$ cat src/rtl/alu_branch_exec.sv
// Registered execute stage for a single-cycle MIPS-style datapath.
// Contains the ALU, the zero flag, the BEQ/BNE branch decision, and the PC+4 adder.
// It also selects between the sequential PC and the branch target.
// Every output comes from a single register stage.
module alu_branch_exec #(
  parameter int DATA_W = 32,
  parameter int PC_INC = 4
) (
  input  logic              clock,
  input  logic              reset,
  input  logic              in_valid,
  input  logic [DATA_W-1:0] pc,
  input  logic [DATA_W-1:0] op_a,
  input  logic [DATA_W-1:0] op_b,
  input  logic [DATA_W-1:0] imm_ext,
  input  logic [3:0]        alu_ctrl,
  input  logic [1:0]        branch,
  output logic              out_valid,
  output logic [DATA_W-1:0] alu_out,
  output logic              zero,
  output logic [DATA_W-1:0] pc_plus4,
  output logic              br_taken,
  output logic [DATA_W-1:0] pc_next
);

  typedef enum logic [3:0] {
    ALU_AND  = 4'b0000,
    ALU_OR   = 4'b0001,
    ALU_ADD  = 4'b0010,
    ALU_XOR  = 4'b0011,
    ALU_SLL  = 4'b0100,
    ALU_SRL  = 4'b0101,
    ALU_SUB  = 4'b0110,
    ALU_SLT  = 4'b0111,
    ALU_SRA  = 4'b1000,
    ALU_SLTU = 4'b1001,
    ALU_NOR  = 4'b1100
  } alu_op_e;

  logic [4:0]        shamt;
  logic [DATA_W-1:0] alu_r;
  logic              alu_zero;
  logic              br_dec;
  logic [DATA_W-1:0] seq_pc;
  logic [DATA_W-1:0] target_pc;
  logic [DATA_W-1:0] sel_pc;

  logic              out_valid_d, out_valid_q;
  logic [DATA_W-1:0] alu_out_d, alu_out_q;
  logic              zero_d, zero_q;
  logic [DATA_W-1:0] pc_plus4_d, pc_plus4_q;
  logic              br_taken_d, br_taken_q;
  logic [DATA_W-1:0] pc_next_d, pc_next_q;

  // ALU, zero flag, branch AND gate and next-PC selection (combinational)
  always_comb begin
    shamt = op_a[4:0];
    alu_r = '0;
    case (alu_op_e'(alu_ctrl))
      ALU_AND:  alu_r = op_a & op_b;
      ALU_OR:   alu_r = op_a | op_b;
      ALU_ADD:  alu_r = op_a + op_b;
      ALU_XOR:  alu_r = op_a ^ op_b;
      ALU_SLL:  alu_r = op_b << shamt;
      ALU_SRL:  alu_r = op_b >> shamt;
      ALU_SUB:  alu_r = op_a - op_b;
      ALU_SLT:  alu_r = {{(DATA_W-1){1'b0}}, ($signed(op_a) < $signed(op_b))};
      ALU_SRA:  alu_r = $signed(op_b) >>> shamt;
      ALU_SLTU: alu_r = {{(DATA_W-1){1'b0}}, (op_a < op_b)};
      ALU_NOR:  alu_r = ~(op_a | op_b);
      default:  alu_r = '0;
    endcase
    alu_zero  = (alu_r == '0);
    br_dec    = branch[1] & (branch[0] ? alu_zero : ~alu_zero);
    seq_pc    = pc + DATA_W'(PC_INC);
    target_pc = seq_pc + (imm_ext << 2);
    sel_pc    = br_dec ? target_pc : seq_pc;
  end

  // Load a new result only when the input is valid; otherwise keep the previous outputs
  always_comb begin
    out_valid_d = in_valid;
    alu_out_d   = alu_out_q;
    zero_d      = zero_q;
    pc_plus4_d  = pc_plus4_q;
    br_taken_d  = br_taken_q;
    pc_next_d   = pc_next_q;
    if (in_valid) begin
      alu_out_d  = alu_r;
      zero_d     = alu_zero;
      pc_plus4_d = seq_pc;
      br_taken_d = br_dec;
      pc_next_d  = sel_pc;
    end
  end

  // Output register stage with synchronous clear
  always_ff @(posedge clock) begin
    if (reset) begin
      out_valid_q <= 1'b0;
      alu_out_q   <= '0;
      zero_q      <= 1'b0;
      pc_plus4_q  <= '0;
      br_taken_q  <= 1'b0;
      pc_next_q   <= '0;
    end else begin
      out_valid_q <= out_valid_d;
      alu_out_q   <= alu_out_d;
      zero_q      <= zero_d;
      pc_plus4_q  <= pc_plus4_d;
      br_taken_q  <= br_taken_d;
      pc_next_q   <= pc_next_d;
    end
  end

  assign out_valid = out_valid_q;
  assign alu_out   = alu_out_q;
  assign zero      = zero_q;
  assign pc_plus4  = pc_plus4_q;
  assign br_taken  = br_taken_q;
  assign pc_next   = pc_next_q;

endmodule

$ cat config.mk
export PLATFORM = sky130hd
export DESIGN_NAME = alu_branch_exec
export DESIGN_NICKNAME = d
export VERILOG_FILES = /design/src/rtl/alu_branch_exec.sv
export SDC_FILE = /design/constraint.sdc
export NUM_CORES = 1
export LEC_CHECK = 0
export ABC_AREA = 1
export BUFFER_PORTS_ARGS = -buffer_cell sky130_fd_sc_hd__buf_2
export CORE_ASPECT_RATIO = 1.4
export CORE_MARGIN = 2
export CORE_UTILIZATION = 25
export DETAILED_ROUTE_END_ITERATION = 8
export GPL_TIMING_DRIVEN = 0
export PLACE_DENSITY = 0.43
export SLEW_MARGIN = 20
export SYNTH_ARGS = -nofsm -noshare
export SYNTH_HDL_FRONTEND = slang
export SYNTH_SLANG_ARGS = --single-unit
$ cat constraint.sdc
create_clock -name clock -period 4.75 [get_ports clock]
set_clock_uncertainty 0.15 [all_clocks]
set_input_delay 0.95 -clock clock [delete_from_list [all_inputs] [get_ports clock]]
set_output_delay 0.95 -clock clock [all_outputs]
set_load 0.01 [all_outputs]
==> results.sh <==
export IMPL_grt_pass1_vias=21902
export IMPL_insertion_delay_ps=360
export IMPL_initial_core_util_pct=25.2
export IMPL_dieArea_sq_mm=0.0692
export IMPL_worst_pin_slew_ps=947
export IMPL_p_per_area_mw_per_mm2=185
export IMPL_ys_flop_type="dfxtp_1"
export IMPL_p_seq_share_pct=24.2
export IMPL_power_share_clock_pct=19.2
export IMPL_r2r_slack_ps=3780
export IMPL_yosys_register_bits=97
export IMPL_maxCapViolations=0
export IMPL_io_buffer_count=232
export IMPL_regToRegStartpoint="pc_next[23]"
export IMPL_crit_top_cell="nand2_2"
export IMPL_ir_drop_mv=0.172
export IMPL_path_max_fanout=5
export IMPL_vias_per_cell=5.13
export IMPL_critPathSlowestCell="ha_4"
export IMPL_clk_pin_slew_ps=70
export IMPL_grt_max_degree=18
export IMPL_core_area_sq_mm=0.0666
export IMPL_postPlaceCellArea_sq_mm=0.0190
export IMPL_synth_edff_count=0
export IMPL_layout_nets=3736
export IMPL_syn_area_sq_mm=0.0168
export IMPL_rows=112
export IMPL_drt_pass1_iterations=9
export IMPL_vias=22205
export IMPL_fmax_mhz=220
export IMPL_n_fill_cell=7904
export IMPL_die_y_um=310
export IMPL_cts_tree="done"
export IMPL_cp_start_kind="input pin"
export IMPL_r2r_end="pc_next[23]"
export IMPL_route_detailed_drc=0
export IMPL_crit_type="input pin to register"
export IMPL_power_switching_share_pct=49.8
export IMPL_grt_pass1_wl_mm=141
export IMPL_finalHoldViolations=0
export IMPL_wl_mm=99.7
export IMPL_timing_final_crit_share_pct=95.7
export IMPL_syn_inst=3192
export IMPL_yosysSeqAreaShare_pct=11.6
export IMPL_ant_nets=0
export IMPL_antenna_found_initial=5
export IMPL_crit_path_end_kind="register"
export IMPL_grt_usage_pct=27.9
export IMPL_r2r_cells=4
export IMPL_wire_per_inst_um=23.0
export IMPL_crit_start="pc[2]"
export IMPL_syn_area_per_cell_sq_um=5.25
export IMPL_crit_path_end="pc_next[31]"
export IMPL_layout_drive_gt1_share_pct=14.4
export IMPL_combPwrFrac_pct=56.6
export IMPL_switchingPower_mw=1.87
export IMPL_ctsHoldBuffers=0
export IMPL_hold_class="register to register"
export IMPL_syn_num_nets=3465
export IMPL_yosys_warnings=0
export IMPL_min_period_ps=4550
export IMPL_slew_headroom_pct=36.9
export IMPL_cts_buffer_depth=2
export IMPL_hpwlAfterDp_mm=85.5
export IMPL_area_growth_pct=20.9
export IMPL_p_int_mw=1.88
export IMPL_total_power_mw=3.75
export IMPL_fin_area_sq_mm=0.0203
export IMPL_cts_root_buffer_cell="clkbuf_16"
export IMPL_gr_total_overflow=0
export IMPL_ios=236
export IMPL_slew_viol_final=0
export IMPL_cellLeakagePower_nw=11.2
export IMPL_fin_util_pct=30.4
export IMPL_cts_num_sinks=97
export IMPL_yosysUniqueCellTypes=42
export IMPL_chipWidth_um=223
export IMPL_drt_iter0_markers=1588
export IMPL_place_congestion=1.02
export IMPL_status="finished, final reports clean"
export IMPL_required_ps=4890
export IMPL_max_stage_delay_ps=300
export IMPL_cts_made_buffers=9
export IMPL_setup_viol_count_final=0
export IMPL_htreeDepth=3
export IMPL_synth_async_reset_ratio_pct=0
export IMPL_critPathArrivalTime_ps=4690
-- cell usage after synthesis (29+ instances only) --
library cell | count | area, sq um
nand3_1 | 564 | 2820
buf_2 | 65 | 325
ha_1 | 133 | 1660
dfxtp_1 | 97 | 1940
inv_1 | 475 | 1780
nand2_1 | 967 | 3630
a21oi_1 | 145 | 726
o211ai_1 | 34 | 255
nand4_1 | 65 | 407
clkbuf_1 | 55 | 206
o21ai_0 | 102 | 510
nor2_1 | 290 | 1090
xor2_1 | 29 | 254
-- area by class of cell --
| type | instances | area, sq um | area share [%] |
|---|---|---|---|
| antenna | 2 | 5.00 | 0.0247 |
| buffer | 140 | 777 | 3.83 |
| clock buffer | 10 | 239 | 1.18 |
| clock inverter | 6 | 48.8 | 0.241 |
| inverter | 487 | 1840 | 9.07 |
| multi-input combinational | 2465 | 12900 | 63.8 |
| sequential | 97 | 1940 | 9.58 |
| tap | 855 | 1070 | 5.28 |
| timing repair buffer | 263 | 1420 | 6.99 |
-- worst max-delay path, delay by kind of cell --
kind | cells | cell delay, ps
AO/OA/AOI/OAI | 1 | 160
XOR/XNOR | 2 | 360
adder cells (fa/ha/maj) | 2 | 480
buffers and inverters | 6 | 570
AND/OR/NAND/NOR | 20 | 2170
-- sequential cells by signal, indices dropped and copies added, names as in the netlist --
register,flops
out_valid,1
pc_next,30
zero,1
alu_out,32
pc_plus4,32
br_taken,1
-- power groups by stage --
stage               combinational, mW  clock, mW  sequential (mW)
floorplan                        1.17          0            0.948
global placement                 1.99          0            0.926
detailed placement               1.98          0            0.928
CTS                              2.03      0.746            0.909
global route                     2.31      0.773            0.915
finish                           2.12      0.720            0.909
-- through the flow --
step	TNS (ps)	worst slack, ps	hold slack (ps)	std cells
final	0	203	312	4325
after detailed placement	-45920	-1600	305	4279
after global routing	-1.00	-1.00	338	4323
after global placement	-46600	-1630	302	4279
after CTS	-58.1	-44.9	315	4303
after floorplan	0	416	340	3192
-- placed cells by master (no fill, tap or decap), types with 9 or more instances in the layout --
cell type and count:
or2_2 10, a21oi_1 140, buf_4 41, buf_2 285, nor2_2 14, ha_1 124, nor3_1 19, o21ai_0 102
o21bai_1 9, o21ai_1 10, inv_1 470, nand3_4 9, nand3_2 16, xnor2_1 10, dfxtp_1 97, nand4_1 65
xor2_1 20, nor2_1 267, clkbuf_1 51, o211ai_1 34, nor2_4 15, o22ai_1 14, inv_2 12, nand2_1 945
nand2_2 23, clkbuf_16 9, nand3_1 542
-- kinds of logic (layout without fill, tap and decap cells) --
logic type / after synthesis / count (layout) / share of synthesized area, %
other cells: 0 / 2 / 0
fa+ha+maj: 136 / 136 / 10.3
simple gates: 1951 / 1951 / 49.9
compound gates: 337 / 337 / 11.1
buf+inv: 630 / 906 / 15.0
flops: 97 / 97 / 11.6
xor+xnor: 41 / 41 / 2.14
-- what timing repair did --
| item | CTS | global route |
|---|---|---|
| pin swaps | 15 | 37 |
| cloned | 0 | 0 |
| setup buffers | 10 | 21 |
| resized for setup | 75 | 103 |
| setup endpoints to repair | 32 | 31 |
-- worst min-delay path by stage --
stage          cells past startpoint         start           end  slack (ps)
2_1_floorplan                      2  pc_plus4[11]  pc_plus4[11]         340
3_3_place_gp                       2  pc_plus4[15]  pc_plus4[15]         300
3_5_place_dp                       2      br_taken      br_taken         300
4_1_cts                            2      br_taken      br_taken         320
5_1_grt                            2   pc_next[31]   pc_next[31]         340
6_report                           2      br_taken      br_taken         310
-- layer usage --
layer  up-vias  track usage, %  routed length [um]  share of wire, %
li1      10768               -                   -                 -
met1     10238            29.5               36900                37
met2       884            51.4               49300                49
met3       307            2.52                4860               4.9
met4         8            21.5                8620               8.6
met5         -               0                  47             0.047
Note: power is estimated with default switching activity, not from simulation.
